**config.mk**
```make
export PLATFORM = sky130hd
export DESIGN_NAME = dump_gate_drive
export DESIGN_NICKNAME = d
export VERILOG_FILES = /design/src/rtl/dump_gate_drive.sv
export SDC_FILE = /design/constraint.sdc
export NUM_CORES = 1
export LEC_CHECK = 0
export CAP_MARGIN = 30
export CORE_MARGIN = 3
export CORE_UTILIZATION = 54
export DETAILED_ROUTE_END_ITERATION = 10
export PLACE_DENSITY = 0.83
export SYNTH_ARGS = -nofsm -noshare
export SYNTH_HDL_FRONTEND = slang
export SYNTH_SLANG_ARGS = --single-unit
```
**constraint.sdc**
```tcl
create_clock -name clk_sys -period 2.05 [get_ports clk_sys]
set_clock_uncertainty 0.05 [all_clocks]
set_input_delay 0.41 -clock clk_sys [delete_from_list [all_inputs] [get_ports clk_sys]]
set_output_delay 0.41 -clock clk_sys [all_outputs]
set_load 0.02 [all_outputs]
```
**src/rtl/dump_gate_drive.sv**
```systemverilog
// dump_gate_drive: break-before-make dump/hold gate driver with watchdog; DUMP_GATE_DRIVE_CNT_EN adds a dump pulse counter
module dump_gate_drive #(
  parameter int DEAD_CYC   = 4,
  parameter int MAX_ON_CYC = 4000
) (
  input  logic       clk_sys,
  input  logic       rst_n,
  input  logic       drv_en,
  input  logic       state_start,
  input  logic       dump_on,
  input  logic       dump_off,
  output logic       gate_dump,
  output logic       gate_hold,
  output logic       busy,
  output logic       err_timeout,
  output logic       err_conflict,
  output logic [7:0] dump_cnt
);
  typedef enum logic [2:0] {IDLE, DT_OFF, HOLD, DT_ON, DUMP} state_t;
  state_t state, nxt;
  logic dump_on_d, dump_off_d, rise_on, rise_off, dead_done, on_done, to_set, cf_set, dump_end;
  logic [3:0] dead_cnt;
  logic [11:0] on_cnt;
  always_comb begin
    rise_on   = dump_on & ~dump_on_d;
    rise_off  = dump_off & ~dump_off_d;
    dead_done = dead_cnt == 4'(DEAD_CYC - 1);
    on_done   = on_cnt == 12'(MAX_ON_CYC - 1);
    nxt       = state;
    case (state)
      IDLE:    nxt = DT_OFF;
      DT_OFF:  nxt = dead_done ? HOLD : DT_OFF;
      HOLD:    nxt = (rise_on & ~rise_off) ? DT_ON : HOLD;
      DT_ON:   nxt = rise_off ? DT_OFF : dead_done ? DUMP : DT_ON;
      DUMP:    nxt = (rise_off | on_done) ? DT_OFF : DUMP;
      default: nxt = IDLE;
    endcase
    nxt      = drv_en ? nxt : IDLE;
    to_set   = drv_en & (state == DUMP) & on_done;
    cf_set   = drv_en & (state != IDLE) & rise_on & (rise_off | state == DT_OFF | state == DUMP);
    dump_end = (state == DUMP) & (nxt == DT_OFF);
  end
  // Counters restart on every state change, so each dead/on interval starts from zero.
  always_ff @(posedge clk_sys or negedge rst_n) begin
    if (!rst_n) begin
      state        <= IDLE;
      dump_on_d    <= 1'b0;
      dump_off_d   <= 1'b0;
      dead_cnt     <= 4'd0;
      on_cnt       <= 12'd0;
      gate_dump    <= 1'b0;
      gate_hold    <= 1'b0;
      busy         <= 1'b0;
      err_timeout  <= 1'b0;
      err_conflict <= 1'b0;
    end else begin
      state        <= nxt;
      dump_on_d    <= dump_on;
      dump_off_d   <= dump_off;
      dead_cnt     <= (nxt == state) ? dead_cnt + 4'd1 : 4'd0;
      on_cnt       <= (nxt == state) ? on_cnt + 12'd1 : 12'd0;
      gate_dump    <= nxt == DUMP;
      gate_hold    <= nxt == HOLD;
      busy         <= (nxt != HOLD) && (nxt != IDLE);
      err_timeout  <= to_set | (err_timeout & ~state_start);
      err_conflict <= cf_set | (err_conflict & ~state_start);
    end
  end
`ifdef DUMP_GATE_DRIVE_CNT_EN
  always_ff @(posedge clk_sys or negedge rst_n) begin
    if (!rst_n) dump_cnt <= 8'd0;
    else dump_cnt <= (state_start ? 8'd0 : dump_cnt) + {7'd0, dump_end};
  end
`else
  assign dump_cnt = 8'd0;
  logic unused_dump_end;
  assign unused_dump_end = dump_end;
`endif
endmodule
```
# --- Yosys cells after proc, flatten, opt, wreduce, memory -nomap -nowiden ---
# Cells that the tools add are included.
word_totals:
  inputBits: 6
  out_inout_bits: 13
  regBits: 26
  elab_cells: 54
classes:
  muxes: 9
  n_bitwise: 19
  reduce_logical: 4
  n_addsub: 2
  eq_ne: 10
ops:
  columns: ["op", "n"]
  rows:
  - ["$pmux W3 S5", 1]
  - ["$add A12 B1 Y12 const B", 1]
  - ["$eq A12 B12 Y1 const B", 1]
  - ["$mux W12", 1]
  - ["$mux W3", 4]
  - ["$and A1 B1 Y1", 10]
  - ["$eq A3 B2 Y1 const B", 3]
  - ["$eq A3 B3 Y1 const B", 2]
  - ["$reduce_bool A3 Y1", 2]
  - ["$or A1 B1 Y1", 5]
  - ["$add A4 B1 Y4 const B", 1]
  - ["$eq A4 B2 Y1 const B", 1]
  - ["$mux W4", 1]
  - ["$not A1 Y1", 4]
  - ["$eq A3 B1 Y1 const B", 1]
  - ["$eq A3 B3 Y1", 1]
  - ["$logic_not A3 Y1", 1]
  - ["$ne A3 B2 Y1 const B", 1]
  - ["$mux W2", 1]
  - ["$logic_and A1 B1 Y1", 1]
  - ["$mux W1", 1]

# --- Logic depth before layout (Yosys ltp) ---
# Gate-level depths: netlist (run 1).
logic_depth:
  word_depth: 9
  ltp_mapped: 6
  ltp_nobuf: 5

# --- Least setup slack after synthesis (run 1) ---
# Ideal clock, no wire load.
synth_path:
  kind: "register to register"
  from: "register on_cnt[0]"
  to: "register on_cnt[3]"
  path_stages_with_launch: 7
  path_buffers: 1
  required_ns: 1.865
  setup_time_ns: 0.135
  slack_ns: 0.175
  arrival_ns: 1.690
  period_less_slack_ns: 1.875
  cell_sequence: "dfrtp_1 -> ha_1 -> nand3_1 -> or4_4 -> a41oi_4 -> buf_6 -> nor4_1"
synth_between:
  elab_chain_cells: 7
  elab_cells_between_ends: 8
  cone_classes: "add/sub (1); eq/ne (2); mux (4); bitwise (1)"
synth_lines:
  columns: ["item", "line", "text"]
  rows:
  - ["start, declared", "23", "logic [11:0] on_cnt;"]
  - ["start signal, assigned", "61", "on_cnt <= (nxt == state) ? on_cnt + 12'd1 : 12'd0;"]
  - ["$eq A12 B12 Y1", "28", "on_done = on_cnt == 12'(MAX_ON_CYC - 1);"]
  - ["$or A1 B1 Y1", "35", "DUMP: nxt = (rise_off | on_done) ? DT_OFF : DUMP;"]
  - ["$mux W3", "35", null]
  - ["$pmux W3 S5", "30", "case (state)"]
  - ["$mux W3", "38", "nxt = drv_en ? nxt : IDLE;"]
  - ["$eq A3 B3 Y1", "61", null]
  - ["$mux W12 (*)", "61", null]
# Every way passes the cells marked *; elsewhere a longest branch is shown, timed or not.

# --- Worst setup path after layout (run 1) ---
layout_path:
  from: "register on_cnt[1]"
  to: "register dead_cnt[0]"
layout_between:
  elab_chain_cells: 7
layout_lines:
  columns: ["item", "line", "text"]
  rows:
  - ["$eq A12 B12 Y1", "28", null]
  - ["$or A1 B1 Y1", "35", null]
  - ["$mux W3", "35", null]
  - ["$pmux W3 S5", "30", null]
  - ["$mux W3", "38", null]
  - ["$eq A3 B3 Y1", "60", "dead_cnt <= (nxt == state) ? dead_cnt + 4'd1 : 4'd0;"]
  - ["$mux W4", "60", null]
  - ["end signal, assigned", "60", null]
  - ["end, declared", "22", "logic [3:0] dead_cnt;"]
# No other way between the ends.

==> results of run 1 <==
worst reg2reg max path, delay by kind of cell, from the launching register on:
| kind | cells | cell delay (ns) |
|---|---|---|
| AND/OR/NAND/NOR | 3 | 0.72 |
| buffers and inverters | 1 | 0.17 |
| adder cells (fa/ha/maj) | 1 | 0.23 |
| flip-flops | 1 | 0.41 |
| AO/OA/AOI/OAI | 1 | 0.26 |
logic make-up (layout without fill, tap and decap cells):
logic type | Yosys count | count (layout)
buf+inv | 24 | 34
fa+ha+maj | 2 | 2
flops | 26 | 26
other cells | 1 | 8
simple gates | 55 | 55
compound gates | 19 | 19
xor+xnor | 13 | 13
layer usage:
layer | part of all wire, % | vias to the layer above | routed length [um] | global-route usage, %
li1 | - | 516 | - | -
met5 | 0 | - | 0 | 0
met2 | 48 | 26 | 1350 | 31.2
met3 | 4.2 | 8 | 117 | 2.94
met4 | 2.9 | 0 | 82 | 9.93
met1 | 45 | 538 | 1270 | 25.9
per-stage QoR:
stage	hold slack [ns]	power, mW	std cells
final	0.378	1.15	185
after global routing	0.396	1.22	185
after CTS	0.391	1.14	185
after detailed placement	0.415	0.886	181
after global placement	0.411	0.870	181
after floorplan	0.0644	0.799	147
sequential cells by signal, indices dropped and copies added (netlist names):
register / count
busy: 1
dead_cnt: 4
dump_off_d: 1
dump_on_d: 1
err_conflict: 1
err_timeout: 1
gate_dump: 1
gate_hold: 1
on_cnt: 12
state: 3
final timing paths:
kind                             startpoint     endpoint  slack [ns]  depth (start not counted)
min in group clk_sys            dead_cnt[0]  dead_cnt[0]        0.43                          1
worst min-delay path                  rst_n    gate_dump        0.38                          2
worst max register to register    on_cnt[1]  dead_cnt[0]        0.08                          6
max in group asynchronous             rst_n         busy        1.33                          2
worst min register to register  dead_cnt[0]  dead_cnt[0]        0.43                          1
worst max-delay path              on_cnt[1]  dead_cnt[0]        0.08                          6
power by group:
| part | switching (mW) | leakage, nW | internal (mW) | total (mW) |
|---|---|---|---|---|
| clock network | 0.152 | 0.0210 | 0.109 | 0.260 |
| logic | 0.147 | 0.284 | 0.128 | 0.275 |
| registers | 0.0531 | 0.349 | 0.566 | 0.619 |
| total | 0.352 | 0.654 | 0.802 | 1.15 |
synthesized netlist by cell type, types with 2 or more instances:
cell       instances  area [um2]
buf_4              8        60.1
nand4bb_1          2        22.5
ha_1               2        25.0
dfrtp_1           26         651
nand3_1            5        25.0
nand2_1            5        18.8
a21boi_0           3        22.5
o22ai_1            3        18.8
nand2b_1           2        12.5
xnor2_1            9        78.8
inv_1              8        30.0
buf_2              6        30.0
nor4_1            15        93.8
nor3_1             4        20.0
xor2_1             4        35.0
a21oi_1            4        20.0
nor2_1             8        30.0
nor2b_1            2        12.5
nor4b_1            2        17.5
timing repair:
| item | 4_1_cts | 5_1_grt |
|---|---|---|
| setup endpoints to repair | 1 | 3 |
| gates resized for setup | 1 | 4 |
| hold buffers | 0 | 0 |
| pin swaps | 0 | 0 |
cell type report:
| class | count | area [um2] | share of cell area [%] |
|---|---|---|---|
| Timing Repair Buffer | 22 | 203 | 12.4 |
| Tap cell | 28 | 35.0 | 2.14 |
| Sequential cell | 26 | 651 | 39.8 |
| Multi-Input combinational cell | 97 | 682 | 41.7 |
| Inverter | 8 | 30.0 | 1.83 |
| Clock buffer | 4 | 36.3 | 2.22 |
==> run_results.csv, run 1 <==
group,metric,value,unit
clock_tree,cts_tree,"built",
critical_path,critPathSlowestCell,"or4_4",
timing,period_share,96.2,%
layout,syn2layout_area_growth,15.8,%
die,core,2340,um2
synth,ys_async_sr_fraction,100,%
grt,grt_pass1_wl,5.02,mm
die,initial_utilization,60.4,%
timing,tns,0,ns
critical_path,timing_worst_setup_path_type,"flip-flop to flip-flop",
clock_tree,htree_levels,1,
die,die_h,57.2,um
critical_path,critPathBufInv,1,
synth,synth_warnings,0,
clock_tree,cts_buffers,3,
synth,synth-xor-area-share,8.05,%
placed_design,io_buffers,10,
die,die_w,57.2,um
detailed_routing,vias,1088,
timing,worst_pin_slew,0.743,ns
clock_tree,clk_latency,0.32,ns
grt,antenna_found_initial,0,
layout,layout_commonest_cell,"dfrtp_1",
detailed_routing,ant_nets,0,
detailed_routing,drc,0,
die,io_pins,19,
placed_design,gp_congestion,0.894,
clock_tree,post-cts-setup-buffer-count,0,
detailed_routing,wl_per_cell,15.2,um
die,num_rows,17,
critical_path,cp-end-kind,"flip-flop",
detailed_routing,via_per_inst,5.88,
layout,final_core_utilization,69.9,%
detailed_routing,wirelength,2.82,mm
grt,grt_pass1_vias,1108,
critical_path,arrival,2.11,ns
synth,muxShareOfSynthArea,0,%
pwr,p_leak,0.654,nW
layout,fillCellCount,176,
detailed_routing,drt-initial-drc-count,21,
placed_design,post-place-ws,-0.386,ns
timing,setup_violations,0,
grt,grt_max_degree,27,
critical_path,crit_fanout,16,
critical_path,max_stage_delay,0.54,ns
synth,synth_seq_area_share,46.0,%
critical_path,startpoint_type,"flip-flop",
timing,fmax,507,MHz
clock_tree,cts_sinks,26,
hold_path,hold_path_class,"input port to async pin",
synth,avgSynthCellArea,10.1,um2
grt,overflow,0,
synth,ys_types,41,
critical_path,critPathRequiredTime,2.19,ns
timing,min_period,1.97,ns
detailed_routing,dr.pass1.iters,4,
layout,nNetsFinal,166,
placed_design,dp.final_hpwl,2.03,mm
pwr,irDropWorstVdd,0.639,mV
synth,syn-cell-area,1410,um2
critical_path,crit_family,"simple AND/OR/NAND/NOR gates",
layout,final_area,1640,um2
synth,synth-seq-cells,26,
timing,max_slew_margin,50.4,%
clock_tree,root_buffer,"clkbuf_4",
critical_path,path_cells,"ha_1, nand3_1, or4_4, a41oi_4, buf_12, nor4_1",
synth,synth_edf_count,0,
clock_tree,clockBufferDepth,2,
synth,yosys.area_share.simple,23.8,%
die,die_area,3270,um2
layout,drive_above_1_share,17.8,%
synth,synth_top_family_by_area,"simple AND/OR/NAND/NOR gates",
pwr,power_density,705,nW/um2
timing,hold_viol,0,
synth,synth_compound_area_share,10.5,%
flow_run,drv_cap,0,
timing,timing.final.ws_setup,0.0770,ns
layout,antenna_cells,0,
placed_design,place_area,1570,um2
synth,netlist_instances,140,
layout,layout_common_cells,"dfrtp_1, nor4_1, buf_4",
timing,rsz0062_at_grt,"true",
synth,synth_adder_area_share,1.77,%
clock_tree,clk_pin_slew_worst_paths,0.14,ns
synth,synth-main-ff-cell,"dfrtp_1",
grt,grt_usage,19.5,%
status,status,"completed",
timing,maxSlewViolCount,0,
No activity file was read; power rests on OpenSTA's default activity.
==> inputs of run 2 (changes only) <==
Settings changed: HOLD_SLACK_MARGIN from default to 0.12, MAX_ROUTING_LAYER from default to met4.
==> run 2 against run 1 <==
  * First-iteration DRC count increased by 120%
  * Register-to-register slack improved by 0.05 ns
  * Worst hold slack got worse by 0.010 ns
  * Die area unchanged
  * Core utilization decreased by 0.21 points
  * Wire length increased by 0.74%
  * Global-route usage increased by 0.53 points
  * Critical endpoint is now on_cnt[11]
  * Highest routed layer unchanged
==> run_results.csv, run 2 (synthesized netlist as in run 1, its figures left out) <==
group,metric,value,unit
layout,regMostFlops,"on_cnt",
layout,largest_register_ffs,12,
critical_path,reg2reg_setup_slack,0.12,ns
clock_tree,clk_latency,0.33,ns
detailed_routing,ant_nets,0,
timing,setup_violations,0,
timing,hold_slack,0.368,ns
grt,grt_max_degree,27,
detailed_routing,wirelength,2.84,mm
critical_path,critPathBufInv,1,
detailed_routing,vias,1113,
flow_run,drv_cap,0,
clock_tree,cts_buffers,3,
placed_design,place_area,1590,um2
layout,antenna_cells,0,
clock_tree,post-cts-setup-buffer-count,0,
placed_design,dp.final_hpwl,2.05,mm
grt,grt_pass1_wl,4.93,mm
status,status,"completed",
layout,drive_above_1_share,16.3,%
critical_path,critPathRequiredTime,2.23,ns
clock_tree,cts_tree,"built",
die,die_w,57.2,um
layout,reg_top3,"on_cnt: 12 flops, dead_cnt: 4 flops, state: 3 flops",
pwr,p_leak,0.664,nW
grt,grt_pass1_vias,1072,
pwr,irDropWorstVdd,0.649,mV
clock_tree,cts_hold_buf,0,
layout,fillCellCount,185,
detailed_routing,via_per_inst,5.92,
timing,maxSlewViolCount,0,
timing,min_period,1.93,ns
timing,period_share,94.0,%
die,initial_utilization,60.4,%
detailed_routing,wl_per_cell,15.1,um
clock_tree,cts_sinks,26,
pwr,power_density,717,nW/um2
clock_tree,clk_pin_slew_worst_paths,0.14,ns
critical_path,startpoint_type,"flip-flop",
detailed_routing,dr.pass1.iters,4,
critical_path,path_cells,"ha_1, nand3_1, or4_4, a41oi_4, buf_12, nor4_1",
die,die_area,3270,um2
clock_tree,clockBufferDepth,2,
die,die_h,57.2,um
timing,fmax,519,MHz
timing,rsz0062_at_grt,"false",
critical_path,cp-end-kind,"flip-flop",
grt,grt_usage,20.1,%
layout,syn2layout_area_growth,15.4,%
timing,hold_viol,0,
critical_path,max_stage_delay,0.54,ns
die,num_rows,17,
clock_tree,root_buffer,"clkbuf_4",
critical_path,critPathSlowestCell,"or4_4",
detailed_routing,drc,0,
critical_path,crit_fanout,16,
layout,layout_common_cells,"dfrtp_1, nor4_1, buf_4",
layout,layout_commonest_cell,"dfrtp_1",
layout,nNetsFinal,169,
die,io_pins,19,
placed_design,io_buffers,10,
clock_tree,postCtsResizedCells,0,
hold_path,hold_path_class,"input port to async pin",
die,core,2340,um2
grt,antenna_found_initial,0,
critical_path,arrival,2.10,ns
layout,final_area,1630,um2
clock_tree,htree_levels,1,
critical_path,timing_worst_setup_path_type,"flip-flop to flip-flop",
critical_path,crit_family,"simple AND/OR/NAND/NOR gates",
detailed_routing,drt-initial-drc-count,47,
placed_design,gp_congestion,0.942,
grt,overflow,0,
==> run 2: cell types whose count changed in the layout (fill, tap and decap cells not counted), sizes merged <==
| cell | before | now |
|---|---|---|
| buf | 12 | 15 |
==> run 2: metrics by stage <==
stage	TNS (ns)	power [mW]	setup slack (ns)	std cells	utilization, %
floorplan	0	0.799	0.175	147	-
global placement	-0.00571	0.883	-0.00571	183	67.9
detailed placement	-0.254	0.898	-0.0769	183	67.9
CTS	0	1.16	0.122	187	69.4
global route	0	1.24	0.0111	188	69.7
finish	0	1.17	0.124	188	69.7
==> run 2: path summary, 6_finish.rpt <==
kind | to | depth (start not counted) | from
worst max-delay path | on_cnt[11] | 6 | on_cnt[1]
worst min-delay path | on_cnt[6] | 2 | rst_n
worst max register to register | on_cnt[11] | 6 | on_cnt[1]
worst min register to register | dead_cnt[0] | 1 | dead_cnt[0]
max in group asynchronous | on_cnt[3] | 2 | rst_n
min in group clk_sys | dead_cnt[0] | 1 | dead_cnt[0]
==> run 2: layout make-up <==
cell class | count | area (um2) | share of cell area, %
sequential | 26 | 651 | 39.9
timing repair buffer | 25 | 225 | 13.8
multi-input combinational | 97 | 654 | 40.1
tap | 28 | 35.0 | 2.15
inverter | 8 | 30.0 | 1.84
clock buffer | 4 | 36.3 | 2.22
==> run 2: power breakdown <==
part           switching, mW  internal [mW]
Clock                  0.154          0.109
Combinational          0.155          0.141
Sequential            0.0443          0.566
Total                  0.353          0.817
==> run 2: per-layer routing <==
metal / wire length [um] / part of all wire [%] / GRT usage, %
met1: 1340 / 47 / 26.2
met2: 1300 / 46 / 30.3
met3: 165 / 5.8 / 5.43
met4: 40 / 1.4 / 6.62
met5: 0 / 0 / -
